<file path="src/rtl/br_ram_init_scheduler_pkg.sv">
// rtl/br_ram_init_scheduler_pkg.sv - shared types for the RAM init scheduler
// Purpose: scheduler state encoding and a helper for sizing the drain counter.
package br_ram_init_scheduler_pkg;

  typedef enum logic [1:0] {
    IDLE  = 2'd0,
    DRAIN = 2'd1,
    INIT  = 2'd2,
    READY = 2'd3
  } sched_state_t;

  // Bits needed to hold a down-counter loaded with n; never below 1 so a
  // zero-latency RAM still gets a legal (unused) counter.
  function automatic int count_width(input int n);
    return (n > 0) ? $clog2(n + 1) : 1;
  endfunction

endpackage

</file>
<file path="src/rtl/br_ram_initializer.sv">
// rtl/br_ram_initializer.sv - sequential fill sweep over every RAM entry
// Purpose: on a start pulse, capture fill_value and issue one write per cycle
//   to addresses 0..Depth-1, then go quiet.
// Ports:
//   clk, rst          clock, synchronous active-low reset
//   start             launch a sweep (ignored while a sweep is running)
//   fill_value        value captured at launch and written to every entry
//   busy              high on every cycle that carries a sweep write
//   last              high on the cycle writing entry Depth-1
//   wr_addr, wr_data  current sweep write address / data
module br_ram_initializer #(
  parameter int Depth = 2,
  parameter int Width = 1,
  localparam int AddressWidth = $clog2(Depth)
) (
  input  logic                    clk,
  input  logic                    rst,
  input  logic                    start,
  input  logic [Width-1:0]        fill_value,
  output logic                    busy,
  output logic                    last,
  output logic [AddressWidth-1:0] wr_addr,
  output logic [Width-1:0]        wr_data
);

  // The address stops at Depth-1 and never wraps; busy drops on that write.
  assign last = busy && (wr_addr == AddressWidth'(Depth - 1));

  always_ff @(posedge clk) begin
    if (!rst) begin
      busy    <= 1'b0;
      wr_addr <= '0;
      wr_data <= '0;
    end else if (start && !busy) begin
      busy    <= 1'b1;
      wr_addr <= '0;
      wr_data <= fill_value;
    end else if (busy) begin
      if (last) begin
        busy <= 1'b0;
      end else begin
        wr_addr <= wr_addr + AddressWidth'(1);
      end
    end
  end

endmodule

</file>
<file path="src/rtl/br_ram_init_scheduler.sv">
// rtl/br_ram_init_scheduler.sv - gates user traffic and sequences RAM initialization
// Purpose: owns a RAM's write and read-address ports; after reset or reinit_req
//   it drains in-flight reads, sweeps every entry to initial_value and then
//   passes user traffic straight through with zero latency.
// Ports:
//   clk, rst                     clock, synchronous active-low reset
//   initial_value, reinit_req    fill value, single-cycle re-init request
//   busy, init_done              DRAIN/INIT indication, READY indication
//   usr_wr_*                     user write handshake, address, data
//   usr_rd_addr_*                user read-address handshake, address
//   ram_wr_*, ram_rd_addr_*      RAM write strobe/address/data, read strobe/address
module br_ram_init_scheduler
  import br_ram_init_scheduler_pkg::*;
#(
  parameter int Depth = 2,
  parameter int Width = 1,
  parameter int RamReadLatency = 1,
  parameter bit AutoInitOnReset = 1'b1,
  localparam int AddressWidth = $clog2(Depth)
) (
  input  logic                    clk,
  input  logic                    rst,
  input  logic [Width-1:0]        initial_value,
  input  logic                    reinit_req,
  output logic                    busy,
  output logic                    init_done,
  input  logic                    usr_wr_valid,
  output logic                    usr_wr_ready,
  input  logic [AddressWidth-1:0] usr_wr_addr,
  input  logic [Width-1:0]        usr_wr_data,
  input  logic                    usr_rd_addr_valid,
  output logic                    usr_rd_addr_ready,
  input  logic [AddressWidth-1:0] usr_rd_addr,
  output logic                    ram_wr_valid,
  output logic [AddressWidth-1:0] ram_wr_addr,
  output logic [Width-1:0]        ram_wr_data,
  output logic                    ram_rd_addr_valid,
  output logic [AddressWidth-1:0] ram_rd_addr
);

  localparam int CntWidth = count_width(RamReadLatency);

  sched_state_t          state, state_next;
  logic                  fresh;      // first cycle out of reset
  logic [CntWidth-1:0]   drain_cnt;
  logic                  sweep_start;
  logic                  sweep_busy;
  logic                  sweep_last;
  logic [AddressWidth-1:0] sweep_addr;
  logic [Width-1:0]      sweep_data;

  br_ram_initializer #(
    .Depth (Depth),
    .Width (Width)
  ) u_initializer (
    .clk        (clk),
    .rst        (rst),
    .start      (sweep_start),
    .fill_value (initial_value),
    .busy       (sweep_busy),
    .last       (sweep_last),
    .wr_addr    (sweep_addr),
    .wr_data    (sweep_data)
  );

  always_ff @(posedge clk) begin
    if (!rst) begin
      state     <= IDLE;
      fresh     <= 1'b1;
      drain_cnt <= '0;
    end else begin
      state <= state_next;
      fresh <= 1'b0;
      if (state_next == DRAIN && state != DRAIN) begin
        drain_cnt <= CntWidth'(RamReadLatency);
      end else if (state == DRAIN) begin
        drain_cnt <= drain_cnt - CntWidth'(1);
      end
    end
  end

  // The initializer is launched on the same edge that enters INIT, so its busy
  // and the INIT state cover exactly the same Depth cycles.
  always_comb begin
    state_next = state;
    case (state)
      IDLE: begin
        if (fresh && AutoInitOnReset) begin
          state_next = INIT;   // nothing can be in flight straight out of reset
        end else if (reinit_req) begin
          state_next = (RamReadLatency == 0) ? INIT : DRAIN;
        end
      end
      DRAIN: begin
        if (drain_cnt == CntWidth'(1)) state_next = INIT;
      end
      INIT: begin
        if (sweep_last) state_next = READY;
      end
      READY: begin
        if (reinit_req) state_next = (RamReadLatency == 0) ? INIT : DRAIN;
      end
      default: state_next = IDLE;
    endcase
    sweep_start = (state_next == INIT) && (state != INIT);
  end

  // Outputs are forced low whenever reset is held, including the cycle it is
  // first asserted.
  always_comb begin
    busy              = 1'b0;
    init_done         = 1'b0;
    usr_wr_ready      = 1'b0;
    usr_rd_addr_ready = 1'b0;
    ram_wr_valid      = 1'b0;
    ram_wr_addr       = '0;
    ram_wr_data       = '0;
    ram_rd_addr_valid = 1'b0;
    ram_rd_addr       = '0;
    if (rst) begin
      case (state)
        DRAIN: busy = 1'b1;
        INIT: begin
          busy         = 1'b1;
          ram_wr_valid = sweep_busy;
          ram_wr_addr  = sweep_busy ? sweep_addr : '0;
          ram_wr_data  = sweep_busy ? sweep_data : '0;
        end
        READY: begin
          init_done         = 1'b1;
          usr_wr_ready      = 1'b1;
          usr_rd_addr_ready = 1'b1;
          ram_wr_valid      = usr_wr_valid;
          ram_wr_addr       = usr_wr_addr;
          ram_wr_data       = usr_wr_data;
          ram_rd_addr_valid = usr_rd_addr_valid;
          ram_rd_addr       = usr_rd_addr;
        end
        default: ;
      endcase
    end
  end

  // Non-power-of-two depths leave unused address codes on the user ports.
  a_wr_addr_range: assert property (@(posedge clk) disable iff (!rst)
    (state == READY && usr_wr_valid) |-> (int'(usr_wr_addr) < Depth));
  a_rd_addr_range: assert property (@(posedge clk) disable iff (!rst)
    (state == READY && usr_rd_addr_valid) |-> (int'(usr_rd_addr) < Depth));

endmodule
</file>
<file path="config.mk">
export PLATFORM = sky130hd
export DESIGN_NAME = br_ram_init_scheduler
export DESIGN_NICKNAME = d
export VERILOG_FILES = /design/src/rtl/br_ram_init_scheduler_pkg.sv /design/src/rtl/br_ram_initializer.sv /design/src/rtl/br_ram_init_scheduler.sv
export SDC_FILE = /design/constraint.sdc
export NUM_CORES = 1
export LEC_CHECK = 0
export ABC_AREA = 1
export BUFFER_PORTS_ARGS = -buffer_cell sky130_fd_sc_hd__buf_2
export CAP_MARGIN = 30
export CORE_MARGIN = 8
export CORE_UTILIZATION = 30
export CTS_BUF_LIST = sky130_fd_sc_hd__clkbuf_4 sky130_fd_sc_hd__clkbuf_8 sky130_fd_sc_hd__clkbuf_16
export DETAILED_ROUTE_END_ITERATION = 8
export PLACE_DENSITY = 0.55
export SLEW_MARGIN = 20
export SYNTH_ARGS = -nofsm -noshare
export SYNTH_HDL_FRONTEND = slang
export SYNTH_SLANG_ARGS = --single-unit
</file>
<file path="constraint.sdc">
create_clock -name clk -period 1.3 [get_ports clk]
set_input_delay 0 -clock clk [delete_from_list [all_inputs] [get_ports clk]]
set_output_delay 0 -clock clk [all_outputs]
set_load 0.02 [all_outputs]
</file>
Word-level counts from Yosys, hierarchy flattened:

Index checks and enable logic that the tools add are counted.

* flip-flop bits (word level): 7
* input port bits: 9
* output and inout bits: 9
* word-level logic and storage cells: 54

* $add $sub $neg: 2
* eq/ne operators: 7
* mux-type cells: 27
* bitwise operators: 2
* reductions and logical operators: 10

Operator list (count)
* two-way mux 1 bit: 19
* two-way mux 2 bit: 4
* case mux 2 bit (4 select lines): 1
* equality test 2 bit, second input constant: 3
* case mux 1 bit (2 select lines): 3
* equality test 2 x 1 -> 1 bit, second input constant: 2
* logical AND 1 bit: 4
* OR reduction 2 bit: 2
* logical NOT 2 bit: 1
* inequality test 2 x 1 -> 1 bit, second input constant: 1
* inequality test 2 bit, second input constant: 1
* NOT 1 bit: 2
* AND reduction 2 bit: 1
* nonzero test 2 bit: 1
* adder 1 bit, second input constant: 1
* logical NOT 1 bit: 1
* subtractor 1 bit, second input constant: 1

Logic depth before layout (Yosys ltp):

* word-level depth: 7
* gate-level depth with buffers: 11
* mapped depth without buffers: 11

Modules after synthesis:

A second synthesis with hierarchy kept.

* cells, all modules: 73
* area total of the unflattened synthesis: 475.5 µm²

Modules (own cells, without submodules)
* br_ram_init_scheduler: instances 1, cells each 56, area an instance 359.1 µm², seq. area each 80.1 µm²
* br_ram_initializer: instances 1, cells each 17, area an instance 116.4 µm², seq. area each 60.1 µm²

Worst setup path after synthesis:

No wires, ideal clock.

* path kind: reg-to-reg
* from: reg state[0]
* to: reg u_initializer.wr_data
* library setup time: 0.112 ns
* arrival time: 1.245 ns
* required time: 1.188 ns
* slack: -0.056 ns
* stages on the path, launching flop included: 9
* clock period less this slack: 1.356 ns
* path through: dfxtp_1 > inv_1 > ha_1 > nor2_1 > nand4_2 > nand3b_4 > nor2_4 > nor2_2 > nor2_2

* cells in the longest elaborated chain, start to end: 6
* elaborated cells between the ends (all ways): 13
* classes of those cells: 5 x eq/ne; 5 x mux; 3 x reduce/logical

RTL lines
* start: declaration: line br_ram_init_scheduler.sv:43 `sched_state_t state, state_next;`
* start signal: assignment: line br_ram_init_scheduler.sv:72 `state <= state_next;`
* two-way mux 2 bit: line br_ram_init_scheduler.sv:90, br_ram_init_scheduler.sv:101
* two-way mux 2 bit: line br_ram_init_scheduler.sv:88 `if (fresh && AutoInitOnReset) begin`
* case mux 2 bit (4 select lines): line br_ram_init_scheduler.sv:86 `case (state)`
* equality test 2 bit: line br_ram_init_scheduler.sv:105 `sweep_start = (state_next == INIT) && (state != INIT);`
* logical AND 1 bit *: line br_ram_init_scheduler.sv:105
* logical AND 1 bit *: line br_ram_initializer.sv:34 `end else if (start && !busy) begin`
* end signal: assignment: line br_ram_initializer.sv:37 `wr_data <= fill_value;`
* end: declaration: line br_ram_initializer.sv:23 `output logic [Width-1:0] wr_data`

Mark *: on every way between the ends. The rest lies on a longest branch, timed or not.
A chain may end at the register's enable or synchronous reset.

Final worst setup path:

* from: reg state[0]
* to: out ram_wr_valid

* cells in the longest elaborated chain, start to end: 3
* elaborated cells between the ends (all ways): 4
* classes of those cells: 2 x eq/ne; 2 x mux

RTL lines
* equality test 2 bit: line br_ram_init_scheduler.sv:121 `case (state)`
* case mux 1 bit (2 select lines) *: line br_ram_init_scheduler.sv:121
* two-way mux 1 bit *: line br_ram_init_scheduler.sv:120 `if (rst) begin`
* end: declaration: line br_ram_init_scheduler.sv:34 `output logic ram_wr_valid,`

Marked as above.

==> reports/qor.csv <==
metric,value,unit
outcome,"finished, violations left",
violations,setup timing,
drc,0,
clkTransAtPathRegs,60,ps
vdd_drop_max,0.580,mV
seq_area,148,µm²
leakage,0.000455,µW
grt_pass1_vias,587,
nNetsFinal,124,
total_power,915,µW
antenna_found_initial,0,
slew_violations,0,
yosysSeqAreaShare,0.261,
vias_per_cell,4.26,
p_per_area,1020,mW/mm²
cp_cell_sequence,inv_6 > ha_4 > buf_6 > a32o_2 > buf_6,
post_drt_wl_per_cell,11.0,µm
num_rows,15,
synth.avg_cell_area,6.63,µm²
cts_max_path_buffers,2,
cp_max_fo,4,
cp_top_family,flip-flops,
cp-start-kind,flop,
yosysWarnings,0,
setup_violations,9,
rsz0062_at_grt,true,
fmax,0.723,GHz
htreeDepth,1,
stdcell_count,135,
floorplan.initialDensity,0.314,
synth_area,537,µm²
hp-class,input pin to flop,
gp_routability_congestion,0.811,
finalCritPeriodShare,1.06,
r2r_start,state[0],
period_needed,1380,ps
dp_cells,127,
fin_ws,-82.2,ps
utilization,0.525,
drive_gt1_frac,0.582,
ys_ff_latch,7,
die_y,58.3,µm
slowest_stage,dfxtp_4,
multi_input_area,417,µm²
io_pins,18,
hold_slack,59.8,ps
maxCapViolCount,0,
slew_headroom,0.861,
synth_cell_type_count,18,
synthToLayoutAreaGrowth,67.1,%
grt-ovfl-total,0,
final_cell_mix,"nand2_1 (14), inv_1 (13), buf_2 (12), buf_4 (9), nor2_1 (8)",
dp_hpwl,1070,µm
syn_inst,81,
coreArea,0.00171,mm²
gr-usage-all-layers,0.0930,
cp.arrival,1380,ps
max_stage_delay,400,ps
portBuffers,17,
cts_made_buffers,3,
firstDrtPassIters,4,
cts_tree,done,
vias,575,
antenna_left,0,
insertion_delay,260,ps
crit_top_cell,buf_6,
crit_buf_inv,3,
drt_iter0_drc,14,
cp_data_required_time,1300,ps
diodes,0,
cts_num_sinks,7,
min_from,initial_value,
cts_root_buf,clkbuf_4,
cp-startpoint,state[0],
grt_start_max_net_pins,8,
die_w,58.3,µm
hold_viol,0,
final_common_cell,nand2_1,
worst_pin_slew,208,ps
fillers,175,
dieArea,0.00340,mm²
route.final.wire_length,1490,µm
clock_skew,4.91,ps
criticalPathCategory,flop to output port,
grt_pass1_wl,2470,µm
syn_nets,94,
end_kind,output port,
worst paths after layout:
path,endpoint,slack [ps],cells past startpoint
max,ram_wr_valid,-80,5
min,u_initializer.wr_data,60,5
max reg2reg,u_initializer.wr_data,-40,10
min reg2reg,u_initializer.wr_data,510,2
state kept, by name, indices dropped and copies added (netlist names):
signal / count
u_initializer.wr_addr: 1
drain_cnt: 1
u_initializer.wr_data: 1
u_initializer.busy: 1
state: 2
fresh: 1
timing repair:
action | CTS | global route
gates resized for setup | 29 | 13
pin swaps | 6 | 2
hold buffers | 0 | 0
setup endpoints to repair | 14 | 10
setup buffers | 3 | 1
per-layer routing:
metal	up-vias	routed length, µm	global-route usage
li1	306	-	-
met1	250	674	0.111
met2	16	695	0.146
met3	3	101	0.0370
met4	0	19	0.0315
met5	-	0	0
synthesized netlist by cell type:
master	n	area [µm²]
nand3b_4	1	20.0
nand4_2	1	12.5
nand2_2	3	18.8
nand2_1	16	60.1
nor3_1	1	5.00
ha_1	4	50.1
nor2_1	11	41.3
a21oi_1	5	25.0
inv_1	19	71.3
nor2_4	1	11.3
o21ai_0	1	5.00
a21oi_2	1	8.76
buf_4	2	15.0
nor2_2	2	12.5
a32o_1	1	10.0
nand3_2	1	10.0
nand3_1	4	20.0
dfxtp_1	7	140
metrics by stage:
step,TNS [ps],area (µm²),setup slack [ps]
2_1_floorplan,0,547,15.0
3_3_place_gp,-349,693,-122
3_5_place_dp,-554,693,-137
4_1_cts,-288,853,-61.3
5_1_grt,-852,897,-117
6_report,-317,897,-82.2
cells by family after synthesis:
| kind of cell | after synthesis | share of synthesized area |
|---|---|---|
| simple gates | 41 | 0.394 |
| compound gates | 8 | 0.0909 |
| fa+ha+maj | 4 | 0.0932 |
| flops | 7 | 0.261 |
| buf+inv | 21 | 0.161 |
report_power, final:
group	switching [µW]	internal (µW)	total (µW)
combinational	208	185	393
clock	86.6	138	225
sequential	45.3	252	297
total	340	575	915
area by class of cell:
class,count,share of cell area
Sequential cell,7,0.165
Tap cell,25,0.0349
Inverter,19,0.0851
Clock buffer,4,0.0335
Multi-Input combinational cell,53,0.464
Timing Repair Buffer,27,0.218
worst reg2reg max path, cell delays in order, from the launching register on:
cell,delay [ps]
dfxtp_4,400
inv_6,60
ha_4,190
inv_2,70
nand2_2,50
nand2_1,60
nand2_2,60
a21oi_2,150
nand3_1,90
nand2_1,70
nor2_2,30
No activity file was read; power rests on OpenSTA's default activity.
